### src/rtl/audio_out_pkg.sv
// audio_out_pkg: shared state type and frame constants
// for the I2S output stage.
`ifndef BITS
`define BITS 16
`endif

package audio_out_pkg;

  typedef enum logic [1:0] {
    MUTED,
    RAMP_UP,
    RUN,
    RAMP_DOWN
  } gain_state_t;

  localparam int FRAME_BITS = 64;
  localparam int SLOT_BITS  = 32;
  localparam int GAIN_ONE   = 256;

endpackage

### src/rtl/audio_out_i2s_clkgen.sv
// i2s_clkgen: BCLK divider, 64-bit frame counter,
// word select and fall / frame-boundary strobes.
module i2s_clkgen #(
  parameter int BCLK_DIV = 4
) (
  input  logic i_clk,
  input  logic i_rst,
  output logic o_bclk,
  output logic o_lrclk,
  output logic o_fall,
  output logic o_frame
);

  localparam int DW = $clog2(BCLK_DIV);

  logic [DW-1:0] r_div;
  logic [5:0]    r_bcnt;
  logic          r_bclk;
  logic          r_lrclk;
  logic          w_tc;
  logic [5:0]    w_bcnt_nx;

  assign w_tc      = (r_div == DW'(BCLK_DIV - 1));
  assign w_bcnt_nx = r_bcnt + 6'd1;
  assign o_fall    = w_tc & r_bclk;
  // bcnt resets to 63 so the first fall is a boundary
  assign o_frame   = o_fall & (r_bcnt == 6'd63);
  assign o_bclk    = r_bclk;
  assign o_lrclk   = r_lrclk;

  always_ff @(posedge i_clk) begin
    if (i_rst) begin
      r_div   <= '0;
      r_bclk  <= 1'b0;
      r_lrclk <= 1'b0;
      r_bcnt  <= 6'd63;
    end else begin
      if (w_tc) begin
        r_div  <= '0;
        r_bclk <= ~r_bclk;
      end else begin
        r_div <= r_div + DW'(1);
      end
      if (o_fall) begin
        r_bcnt  <= w_bcnt_nx;
        r_lrclk <= w_bcnt_nx[5];
      end
    end
  end

endmodule

### src/rtl/audio_out_i2s.sv
// audio_out_i2s: mono sample to I2S DAC serialiser
// with a per-frame soft-mute gain ramp.
`ifndef BITS
`define BITS 16
`endif

module audio_out_i2s
  import audio_out_pkg::*;
#(
  parameter int W         = `BITS,
  parameter int BCLK_DIV  = 4,
  parameter int RAMP_STEP = 1
) (
  input  logic                dspclk,
  input  logic                rst,
  input  logic signed [W-1:0] sig,
  input  logic                mute,
  output logic                bclk,
  output logic                lrclk,
  output logic                sdat,
  output logic                sample_req,
  output logic                muted
);

  logic w_fall;
  logic w_frame;

  gain_state_t r_state;
  logic [8:0]  r_gain;
  logic [FRAME_BITS-1:0] r_sh;
  logic        r_sdat;
  logic        r_req;
  logic        r_muted;

  logic [9:0]  w_sum;
  logic [8:0]  w_up;
  logic [8:0]  w_dn;
  logic [8:0]  w_gain_nx;
  logic signed [W+9:0] w_prod;
  logic signed [W-1:0] w_scaled;
  logic [SLOT_BITS-1:0] w_slot;

  i2s_clkgen #(
    .BCLK_DIV(BCLK_DIV)
  ) u_clkgen (
    .i_clk  (dspclk),
    .i_rst  (rst),
    .o_bclk (bclk),
    .o_lrclk(lrclk),
    .o_fall (w_fall),
    .o_frame(w_frame)
  );

  assign w_sum = {1'b0, r_gain} + 10'(RAMP_STEP);
  assign w_up  = (w_sum >= 10'(GAIN_ONE)) ?
                 9'(GAIN_ONE) : w_sum[8:0];
  assign w_dn  = (r_gain <= 9'(RAMP_STEP)) ?
                 9'd0 : r_gain - 9'(RAMP_STEP);

  always_comb begin
    w_gain_nx = r_gain;
    if (r_state == MUTED)
      w_gain_nx = 9'd0;
    else if (mute)
      w_gain_nx = w_dn;
    else
      w_gain_nx = w_up;
  end

  // gain is unsigned; a zero MSB keeps the product signed-correct
  assign w_prod   = sig * $signed({1'b0, w_gain_nx});
  assign w_scaled = W'(w_prod >>> 8);
  assign w_slot   = 32'({w_scaled, 32'd0} >> W);

  always_ff @(posedge dspclk) begin
    if (rst) begin
      r_state <= MUTED;
      r_gain  <= 9'd0;
      r_sh    <= '0;
      r_sdat  <= 1'b0;
      r_req   <= 1'b0;
      r_muted <= 1'b1;
    end else begin
      r_req <= w_frame;
      if (w_frame) begin
        r_gain <= w_gain_nx;
        r_sh   <= {w_slot, w_slot};
        r_sdat <= 1'b0;
        unique case (r_state)
          MUTED: begin
            if (!mute) r_state <= RAMP_UP;
            r_muted <= mute;
          end
          RAMP_UP, RUN, RAMP_DOWN: begin
            if (mute) begin
              r_state <= (w_dn == 9'd0) ? MUTED : RAMP_DOWN;
              r_muted <= (w_dn == 9'd0);
            end else begin
              r_state <= (w_up == 9'(GAIN_ONE)) ? RUN : RAMP_UP;
              r_muted <= 1'b0;
            end
          end
          default: r_state <= MUTED;
        endcase
      end else if (w_fall) begin
        r_sdat <= r_sh[FRAME_BITS-1];
        r_sh   <= {r_sh[FRAME_BITS-2:0], 1'b0};
      end
    end
  end

  assign sdat       = r_sdat;
  assign sample_req = r_req;
  assign muted      = r_muted;

endmodule

### config.mk
export PLATFORM = sky130hd
export DESIGN_NAME = audio_out_i2s
export DESIGN_NICKNAME = d
export VERILOG_FILES = /design/src/rtl/audio_out_pkg.sv /design/src/rtl/audio_out_i2s_clkgen.sv /design/src/rtl/audio_out_i2s.sv
export SDC_FILE = /design/constraint.sdc
export NUM_CORES = 1
export LEC_CHECK = 0
export BUFFER_PORTS_ARGS = -buffer_cell sky130_fd_sc_hd__buf_2
export CORE_ASPECT_RATIO = 0.5
export CORE_MARGIN = 3
export CORE_UTILIZATION = 50
export CTS_CLUSTER_SIZE = 30
export DETAILED_ROUTE_END_ITERATION = 8
export GPL_TIMING_DRIVEN = 0
export PLACE_DENSITY = 0.77
export REMOVE_ABC_BUFFERS = 1
export SYNTH_ARGS = -nofsm -noshare
export SYNTH_HDL_FRONTEND = slang
export SYNTH_HIERARCHICAL = 1
export SYNTH_SLANG_ARGS = --single-unit
### constraint.sdc
create_clock -name dspclk -period 7 [get_ports dspclk]
set_input_delay 0.7 -clock dspclk [delete_from_list [all_inputs] [get_ports dspclk]]
set_output_delay 0.7 -clock dspclk [all_outputs]
set_load 0.02 [all_outputs]
==> impl_metrics.csv, run 1 <==
group,metric,value,unit
sta,grt_setup_unrepaired,"yes",
grt,grt_max_degree,57,
clock_tree,numClockSinks,72,
critical_path,crit_arrival,7.34,ns
synth,synth-edff-count,0,
critical_path,end_kind,"flop",
sta,final.setup.worst_slack,-0.181,ns
clock_tree,clkLatencyLatePin,0.33,ns
routing,detail_route.first_pass.iterations,5,
sta,worstMarginPinSlew,1.46,ns
synth,synth_seq_area_share,17.0,%
grt,global_route.overflow_total,0,
hold_path,min-delay-path-class,"flop to flop",
status,violations_in_the_final_reports,"negative setup slack",
routing,ant_nets,0,
routing,wl,23.5,mm
finish,final_design_area_no_fill,10400,µm²
sta,max_slew_margin,1.99,%
power,power_leakage,0.00475,µW
clock_tree,htree_levels,3,
synth,synth_top_flop_cell,"sky130_fd_sc_hd__dfxtp_1",
critical_path,crit_required,7.16,ns
placed_design,routabilityCongestion,0.888,
clock_tree,tritoncts_clock_tree,"built",
sta,hold-worst-slack,0.428,ns
critical_path,cp-start-kind,"flop",
placed_design,dpl.cell_count,1156,
placed_design,placedInstanceArea,8770,µm²
floorplanning,top_level_ports,24,
synth,ys_seq_elements,72,
floorplanning,die_height,98.2,µm
power,irDropWorstVdd,144,µV
critical_path,criticalPathCategory,"flop to flop",
clock_tree,cts_hold_repair.buffers,0,
finish,utilization,64.8,%
sta,report.final.hold_viol_count,0,
status,result_of_the_run,"finished with violations",
clock_tree,clk_transition_reported_paths,0.06,ns
sta,timing.fmax,139,MHz
grt,met2_demand_to_capacity_share_in_global_routing,36.8,%
synth,synth_cell_type_count,79,
floorplanning,die_area,18700,µm²
finish,finish.net_count,1185,
clock_tree,total_clock_buffers_created_by_cts,9,
placed_design,hpwlAfterDp,14.5,mm
synth,count_of_mapped_cells_out_of_synthesis,950,
synth,synthesis.area_per_instance,8.94,µm²
flow_run,max_cap_viol,0,
clock_tree,cts-root-to-sink-buffers,2,
routing,route.vias.total,7354,
sta,timing.final.crit_period,7.18,ns
sta,maxSlewViolCount,0,
sta,timing.setup.tns,-2.32,ns
floorplanning,initial_utilization,53.0,%
power,p_per_area,93.4,nW/µm²
routing,remaining_drc_errors,0,
sta,setup_viol,20,
floorplanning,floorplan.rows,32,
grt,grt.busiest_layer,"met2",
finish,final.fill_count,1161,
routing,routed_wire_length_per_instance,19.2,µm
sta,finClkSkew,0.00692,ns
clock_tree,cts-root-buf,"sky130_fd_sc_hd__clkbuf_16",
synth,synthArstFlopShare,0,%
critical_path,crit_fanout,6,
grt,first_global_vias,7218,
floorplanning,die_w,190,µm
grt,first_pass_grt_wire_length,34.3,mm
finish,antenna-diode-count,0,
finish,final_layout_size_suffix_gt1_share,23.7,%
routing,drtIter0Drc,596,
synth,synth.cell_area,8490,µm²
grt,grt_use_total,22.1,%
floorplanning,core_region_area,16000,µm²
finish,area_growth,22.1,%
finish,finish.cell_count_without_fillers,1223,
routing,vias_per_cell,6.01,
grt,global_route.usage.met1,29.8,%
sta,period_share,103,%
grt,grt_antenna_before_repair,0,
synth,number_of_synthesis_warnings,6,
placed_design,io_buffers,23,
grt,global_route_met3_utilization,3.66,%
-- stage by stage --
stage | power, µW | setup WS [ns]
3_3_place_gp | 471 | -1.83
5_1_grt | 991 | -0.343
4_1_cts | 966 | -0.00838
3_5_place_dp | 472 | -1.65
6_report | 969 | -0.181
2_1_floorplan | 444 | -0.449
-- report_power, final --
group	internal [µW]	switching, µW	total (µW)
Sequential	411	2.09	413
Combinational	17.0	39.3	56.3
Clock	323	176	499
Total	751	217	969
-- worst max-delay path, stage by stage (launching register included) --
cell                        delay (ns)
sky130_fd_sc_hd__dfxtp_4          0.39
sky130_fd_sc_hd__ha_4             0.16
sky130_fd_sc_hd__nand4_4          0.11
sky130_fd_sc_hd__or4_4            0.55
sky130_fd_sc_hd__and2_4           0.19
sky130_fd_sc_hd__nor2_2           0.14
sky130_fd_sc_hd__a221oi_2         0.09
sky130_fd_sc_hd__a211oi_4         0.50
sky130_fd_sc_hd__nand2_1          0.15
sky130_fd_sc_hd__fa_1             0.56
sky130_fd_sc_hd__inv_1            0.06
sky130_fd_sc_hd__fa_2             0.59
sky130_fd_sc_hd__fa_2             0.43
sky130_fd_sc_hd__fa_1             0.55
sky130_fd_sc_hd__inv_1            0.06
sky130_fd_sc_hd__fa_1             0.44
sky130_fd_sc_hd__inv_2            0.08
sky130_fd_sc_hd__ha_4             0.22
sky130_fd_sc_hd__a2111oi_4        0.45
sky130_fd_sc_hd__a21oi_4          0.13
sky130_fd_sc_hd__nor3_4           0.29
sky130_fd_sc_hd__buf_6            0.17
sky130_fd_sc_hd__a21oi_4          0.10
sky130_fd_sc_hd__a21oi_2          0.19
sky130_fd_sc_hd__mux2i_2          0.29
sky130_fd_sc_hd__a211oi_1         0.09
-- per-layer routing --
layer  part of all wire, %  up-vias  routed length [µm]
met5                     0        -                   0
met3                   7.5      105                1750
li1                      -     3241                   -
met2                    47      397               11100
met4                   4.2        0                 975
met1                    41     3611                9630
-- Yosys cell counts (4+ instances only) --
| cell type | n | area share (%) |
|---|---|---|
| sky130_fd_sc_hd__o22ai_1 | 7 | 0.52 |
| sky130_fd_sc_hd__or2_2 | 5 | 0.37 |
| sky130_fd_sc_hd__xor2_1 | 7 | 0.72 |
| sky130_fd_sc_hd__fa_1 | 114 | 27 |
| sky130_fd_sc_hd__nor2_1 | 51 | 2.3 |
| sky130_fd_sc_hd__buf_2 | 6 | 0.35 |
| sky130_fd_sc_hd__a221oi_1 | 5 | 0.52 |
| sky130_fd_sc_hd__o21ai_0 | 11 | 0.65 |
| sky130_fd_sc_hd__ha_1 | 55 | 8.1 |
| sky130_fd_sc_hd__nand2b_1 | 5 | 0.37 |
| sky130_fd_sc_hd__dfxtp_1 | 72 | 17 |
| sky130_fd_sc_hd__nor3_1 | 10 | 0.59 |
| sky130_fd_sc_hd__a21oi_1 | 31 | 1.8 |
| sky130_fd_sc_hd__xnor2_1 | 12 | 1.2 |
| sky130_fd_sc_hd__mux2i_1 | 53 | 6.2 |
| sky130_fd_sc_hd__o21ai_1 | 6 | 0.35 |
| sky130_fd_sc_hd__or3_1 | 4 | 0.29 |
| sky130_fd_sc_hd__buf_1 | 5 | 0.22 |
| sky130_fd_sc_hd__nor2b_1 | 5 | 0.37 |
| sky130_fd_sc_hd__and3_1 | 20 | 1.5 |
| sky130_fd_sc_hd__inv_1 | 140 | 6.2 |
| sky130_fd_sc_hd__a211oi_1 | 16 | 1.4 |
| sky130_fd_sc_hd__and2_1 | 63 | 4.6 |
| sky130_fd_sc_hd__nor3b_1 | 4 | 0.35 |
| sky130_fd_sc_hd__nor4_1 | 5 | 0.37 |
| sky130_fd_sc_hd__clkbuf_1 | 30 | 1.3 |
| sky130_fd_sc_hd__a21o_1 | 10 | 0.88 |
| sky130_fd_sc_hd__nand3_1 | 20 | 1.2 |
| sky130_fd_sc_hd__o21bai_1 | 4 | 0.35 |
| sky130_fd_sc_hd__nand2_1 | 97 | 4.3 |
-- cell type report --
class                      count  area, µm²  area share (%)
multi-input combinational    695       7120            68.7
timing repair buffer          77        641            6.18
inverter                     142        536            5.16
sequential                    72       1460            14.1
tap                          221        277            2.67
clock inverter                 6       91.3           0.881
clock buffer                  10        239            2.30
-- logic make-up after synthesis --
group                      after synthesis  share of synthesized area (%)
xor gates and xnor gates                19                           1.96
adders and majority gates              169                           35.0
buffers and inverters                  183                           8.21
and+or+nand+nor                        309                           18.5
DFF                                     72                           17.0
AOI/OAI and AO/OA                      142                           12.7
muxes                                   56                           6.65
-- repair_timing --
action                     4_1_cts  5_1_grt
hold endpoints to repair         0        0
buffers inserted                22       29
setup endpoints to repair       32       30
pin swaps                       19       78
gates resized for setup         56      130
-- state kept, by name (all words and copies together), names as in the netlist --
name / flops
u_clkgen/r_bcnt: 6
sample_req: 1
r_sh: 48
u_clkgen/r_div: 2
r_state: 2
u_clkgen/o_lrclk: 1
r_gain: 9
u_clkgen/o_bclk: 1
muted: 1
sdat: 1
-- path summary, 6_finish.rpt --
path / from / endpoint / slack [ns] / cells after the start
max: r_gain[0]$_SDFFE_PP0P_ / r_sh[26]$_SDFFE_PP0P_ / -0.18 / 25
max reg2reg: r_gain[0]$_SDFFE_PP0P_ / r_sh[26]$_SDFFE_PP0P_ / -0.18 / 25
min reg2reg: u_clkgen/r_div[0]$_SDFF_PP0_ / u_clkgen/r_div[0]$_SDFF_PP0_ / 0.43 / 1
min: u_clkgen/r_div[0]$_SDFF_PP0_ / u_clkgen/r_div[0]$_SDFF_PP0_ / 0.43 / 1
-- layout by cell type (no fill, tap or decap), types with 6 or more instances in the layout --
master                      Yosys  layout
sky130_fd_sc_hd__a211oi_1      16       9
sky130_fd_sc_hd__a211oi_2       2       7
sky130_fd_sc_hd__a21o_1        10      10
sky130_fd_sc_hd__a21oi_1       31      20
sky130_fd_sc_hd__a21oi_4        1      11
sky130_fd_sc_hd__and2_1        63      62
sky130_fd_sc_hd__and3_1        20      19
sky130_fd_sc_hd__buf_2          6      22
sky130_fd_sc_hd__buf_4          0      34
sky130_fd_sc_hd__buf_6          0      16
sky130_fd_sc_hd__clkbuf_16      0       9
sky130_fd_sc_hd__dfxtp_1       72      64
sky130_fd_sc_hd__fa_1         114     110
sky130_fd_sc_hd__ha_1          55      40
sky130_fd_sc_hd__ha_4           0      11
sky130_fd_sc_hd__inv_1        140     128
sky130_fd_sc_hd__inv_2          0      12
sky130_fd_sc_hd__mux2i_1       53      50
sky130_fd_sc_hd__nand2_1       97      88
sky130_fd_sc_hd__nand2_2        1       8
sky130_fd_sc_hd__nand3_1       20      19
sky130_fd_sc_hd__nor2_1        51      46
sky130_fd_sc_hd__o21ai_0       11       8
sky130_fd_sc_hd__o21ai_1        6       6
sky130_fd_sc_hd__xnor2_1       12       8
sky130_fd_sc_hd__xor2_1         7       6
Note: power is estimated with default switching activity, not from simulation.
==> inputs of run 2 (changes only) <==
Settings changed: ABC_AREA set to 1.
==> impl_metrics.csv, run 2 <==
group,metric,value,unit
grt,global_route.overflow_total,0,
routing,ant_nets,0,
synth,number_of_synthesis_warnings,6,
synth,synth_cell_type_count,45,
power,power.share.switching,21.5,%
sta,max_slew_margin,40.4,%
sta,timing.final.crit_period,6.68,ns
sta,finClkSkew,0.00920,ns
power,portion_of_total_power_attributed_to_sequential_cells,42.0,%
grt,first_pass_grt_wire_length,33.8,mm
hold_path,min-delay-path-class,"flop to flop",
finish,finish.net_count,1291,
floorplanning,die_w,188,µm
synth,synthesis.area_per_instance,7.63,µm²
finish,final.fill_count,1445,
sta,timing.fmax,150,MHz
synth,yosys-top-cells-area,"sky130_fd_sc_hd__fa_1, sky130_fd_sc_hd__dfxtp_1, sky130_fd_sc_hd__nand2_1, sky130_fd_sc_hd__inv_1, sky130_fd_sc_hd__ha_1",
critical_path,criticalPathCategory,"flop to flop",
clock_tree,clk_transition_reported_paths,0.06,ns
critical_path,crit_arrival,6.94,ns
power,power_leakage,0.00450,µW
routing,vias_per_cell,5.33,
synth,synthArstFlopShare,0,%
finish,final_layout_size_suffix_gt1_share,10.4,%
floorplanning,top_level_ports,24,
critical_path,crit_fanout,7,
routing,wl,19.4,mm
clock_tree,htree_levels,3,
floorplanning,die_height,97.2,µm
grt,grt_use_total,22.2,%
critical_path,worstPathBufferInverterCount,6,
finish,largest_reg_flops,48,
routing,drtIter0Drc,505,
floorplanning,floorplan.rows,32,
finish,top_register,"r_sh",
placed_design,hpwlAfterDp,15.3,mm
placed_design,io_buffers,23,
critical_path,end_kind,"flop",
clock_tree,total_clock_buffers_created_by_cts,9,
synth,synth-edff-count,0,
routing,routed_wire_length_per_instance,14.6,µm
clock_tree,clkLatencyLatePin,0.33,ns
critical_path,worst_path_dominant_cell_family,"adder cells",
power,internal_power,774,µW
finish,mostFrequentLayoutCell,"sky130_fd_sc_hd__nand2_1",
sta,hold-worst-slack,0.431,ns
grt,grt_antenna_before_repair,0,
finish,reg_top3,"r_sh (48), r_gain (9), u_clkgen/r_bcnt (6)",
synth,library_cell_with_the_highest_instance_count_after_synthesis,"sky130_fd_sc_hd__nand2_1",
power,p_per_area,109,nW/µm²
critical_path,cp_slowest_cell,"sky130_fd_sc_hd__fa_1",
sta,report.final.hold_viol_count,0,
floorplanning,initial_utilization,52.6,%
finish,antenna-diode-count,0,
sta,setup_viol,0,
routing,route.vias.total,7088,
power,pwr-share-clk,53.3,%
clock_tree,numClockSinks,72,
critical_path,crit_required,7.25,ns
routing,remaining_drc_errors,0,
power,irDropWorstVdd,113,µV
synth,cell_type_with_the_largest_total_area_after_synthesis,"sky130_fd_sc_hd__fa_1",
sta,worstMarginPinSlew,0.893,ns
sta,maxSlewViolCount,0,
clock_tree,cts_hold_repair.buffers,0,
power,p_sw,212,µW
sta,period_share,95.5,%
grt,grt_max_degree,44,
synth,synth.cell_area,8310,µm²
floorplanning,die_area,18300,µm²
sta,timing.setup.tns,0,ns
critical_path,cp_slowest_stage_delay,0.55,ns
power,pwr-share-comb,4.7,%
synth,synth_seq_area_share,17.3,%
grt,first_global_vias,7077,
flow_run,max_cap_viol,0,
synth,count_of_mapped_cells_out_of_synthesis,1089,
routing,detail_route.first_pass.iterations,5,
synth,post_synth_most_frequent_cells,"sky130_fd_sc_hd__nand2_1, sky130_fd_sc_hd__inv_1, sky130_fd_sc_hd__nor2_1",
clock_tree,cts-root-buf,"sky130_fd_sc_hd__clkbuf_16",
synth,ys_seq_elements,72,
clock_tree,tritoncts_clock_tree,"built",
placed_design,routabilityCongestion,0.916,
floorplanning,core_region_area,15800,µm²
clock_tree,cts-root-to-sink-buffers,2,
finish,area_growth,8.85,%
finish,most_used_cells_in_the_layout_excluding_fill_and_tap_cells,"sky130_fd_sc_hd__nand2_1, sky130_fd_sc_hd__inv_1, sky130_fd_sc_hd__fa_1",
critical_path,cp-start-kind,"flop",
synth,synth_largest_type_area_fraction,27.5,%
status,result_of_the_run,"complete, no violations",
synth,synth_top_flop_cell,"sky130_fd_sc_hd__dfxtp_1",
[run 2: cell types whose count changed after synthesis, moves of 9 or more]
cell and delta:
sky130_fd_sc_hd__nand3_2 +9, sky130_fd_sc_hd__a211oi_1 -15, sky130_fd_sc_hd__and3_1 -20, sky130_fd_sc_hd__a31oi_1 +15, sky130_fd_sc_hd__inv_1 +69, sky130_fd_sc_hd__nand2_2 +17
sky130_fd_sc_hd__and2_1 -63, sky130_fd_sc_hd__a21o_1 -10, sky130_fd_sc_hd__nand2_1 +114, sky130_fd_sc_hd__o21ai_0 +26, sky130_fd_sc_hd__mux2i_1 -53, sky130_fd_sc_hd__nor2_1 +66
sky130_fd_sc_hd__a21oi_1 +42
[run 2: worst register-to-register path: cells and delay by family (launching register included)]
kind,cells,cell delay (ns)
adder cells (fa/ha/maj),7,3.13
AND/OR/NAND/NOR,11,1.19
AO/OA/AOI/OAI,6,1.25
buffers and inverters,6,0.64
flip-flops,1,0.38
[run 2: kinds of logic after synthesis]
kind of cell / synth area share [%]
DFF: 17.3
AOI/OAI and AO/OA: 11.4
buffers and inverters: 11.2
xor gates and xnor gates: 1.79
and+or+nand+nor: 22.6
adders and majority gates: 35.7
[run 2: per-stage QoR]
step                setup WS (ns)  std cells  utilization (%)  total power (µW)  area [µm²]
floorplan                   0.993       1063                -               444        8210
finish                      0.316       1329             57.2               986        9050
CTS                        0.0223       1323             56.6               989        8950
detailed placement        -0.0501       1307             54.4               468        8600
global route             -0.00124       1329             57.2              1020        9050
global placement           0.0801       1307             54.4               467        8600
[run 2: routing by layer]
layer	track usage, %	vias up	wire length, µm
li1	-	3426	-
met1	31.0	3403	8660
met2	36.4	232	8970
met3	3.68	27	1530
met4	5.15	0	250
met5	0	-	0
[run 2: layout make-up]
class | instances | area [µm²] | area share [%]
clock buffers | 10 | 229 | 2.53
clock inverters | 6 | 116 | 1.29
inverters | 218 | 831 | 9.18
multi-input cells | 773 | 5990 | 66.2
flip-flops and latches | 72 | 1440 | 16.0
well taps | 221 | 277 | 3.06
repair buffers | 29 | 160 | 1.77
[run 2: worst paths after layout]
path | from | endpoint | slack [ns] | cells past startpoint
max | r_gain[0]$_SDFFE_PP0P_ | r_sh[63]$_SDFFE_PP0P_ | 0.32 | 30
min | u_clkgen/r_div[0]$_SDFF_PP0_ | u_clkgen/r_div[0]$_SDFF_PP0_ | 0.43 | 1
max reg2reg | r_gain[0]$_SDFFE_PP0P_ | r_sh[63]$_SDFFE_PP0P_ | 0.32 | 30
min reg2reg | u_clkgen/r_div[0]$_SDFF_PP0_ | u_clkgen/r_div[0]$_SDFF_PP0_ | 0.43 | 1
[run 2: power by group through the flow]
stage | clock [µW] | combinational [µW] | sequential [µW]
2_1_floorplan | 0 | 21.1 | 423
3_3_place_gp | 0 | 44.3 | 423
3_5_place_dp | 0 | 45.3 | 423
4_1_cts | 530 | 45.6 | 414
5_1_grt | 551 | 51.9 | 414
6_report | 525 | 46.6 | 414
[run 2: what timing repair did]
| action | in CTS | in global routing |
|---|---|---|
| hold endpoints to repair | 0 | 0 |
| pin swaps | 0 | 1 |
| setup endpoints to repair | 6 | 26 |
| resized for setup | 1 | 17 |
| buffers inserted | 0 | 6 |
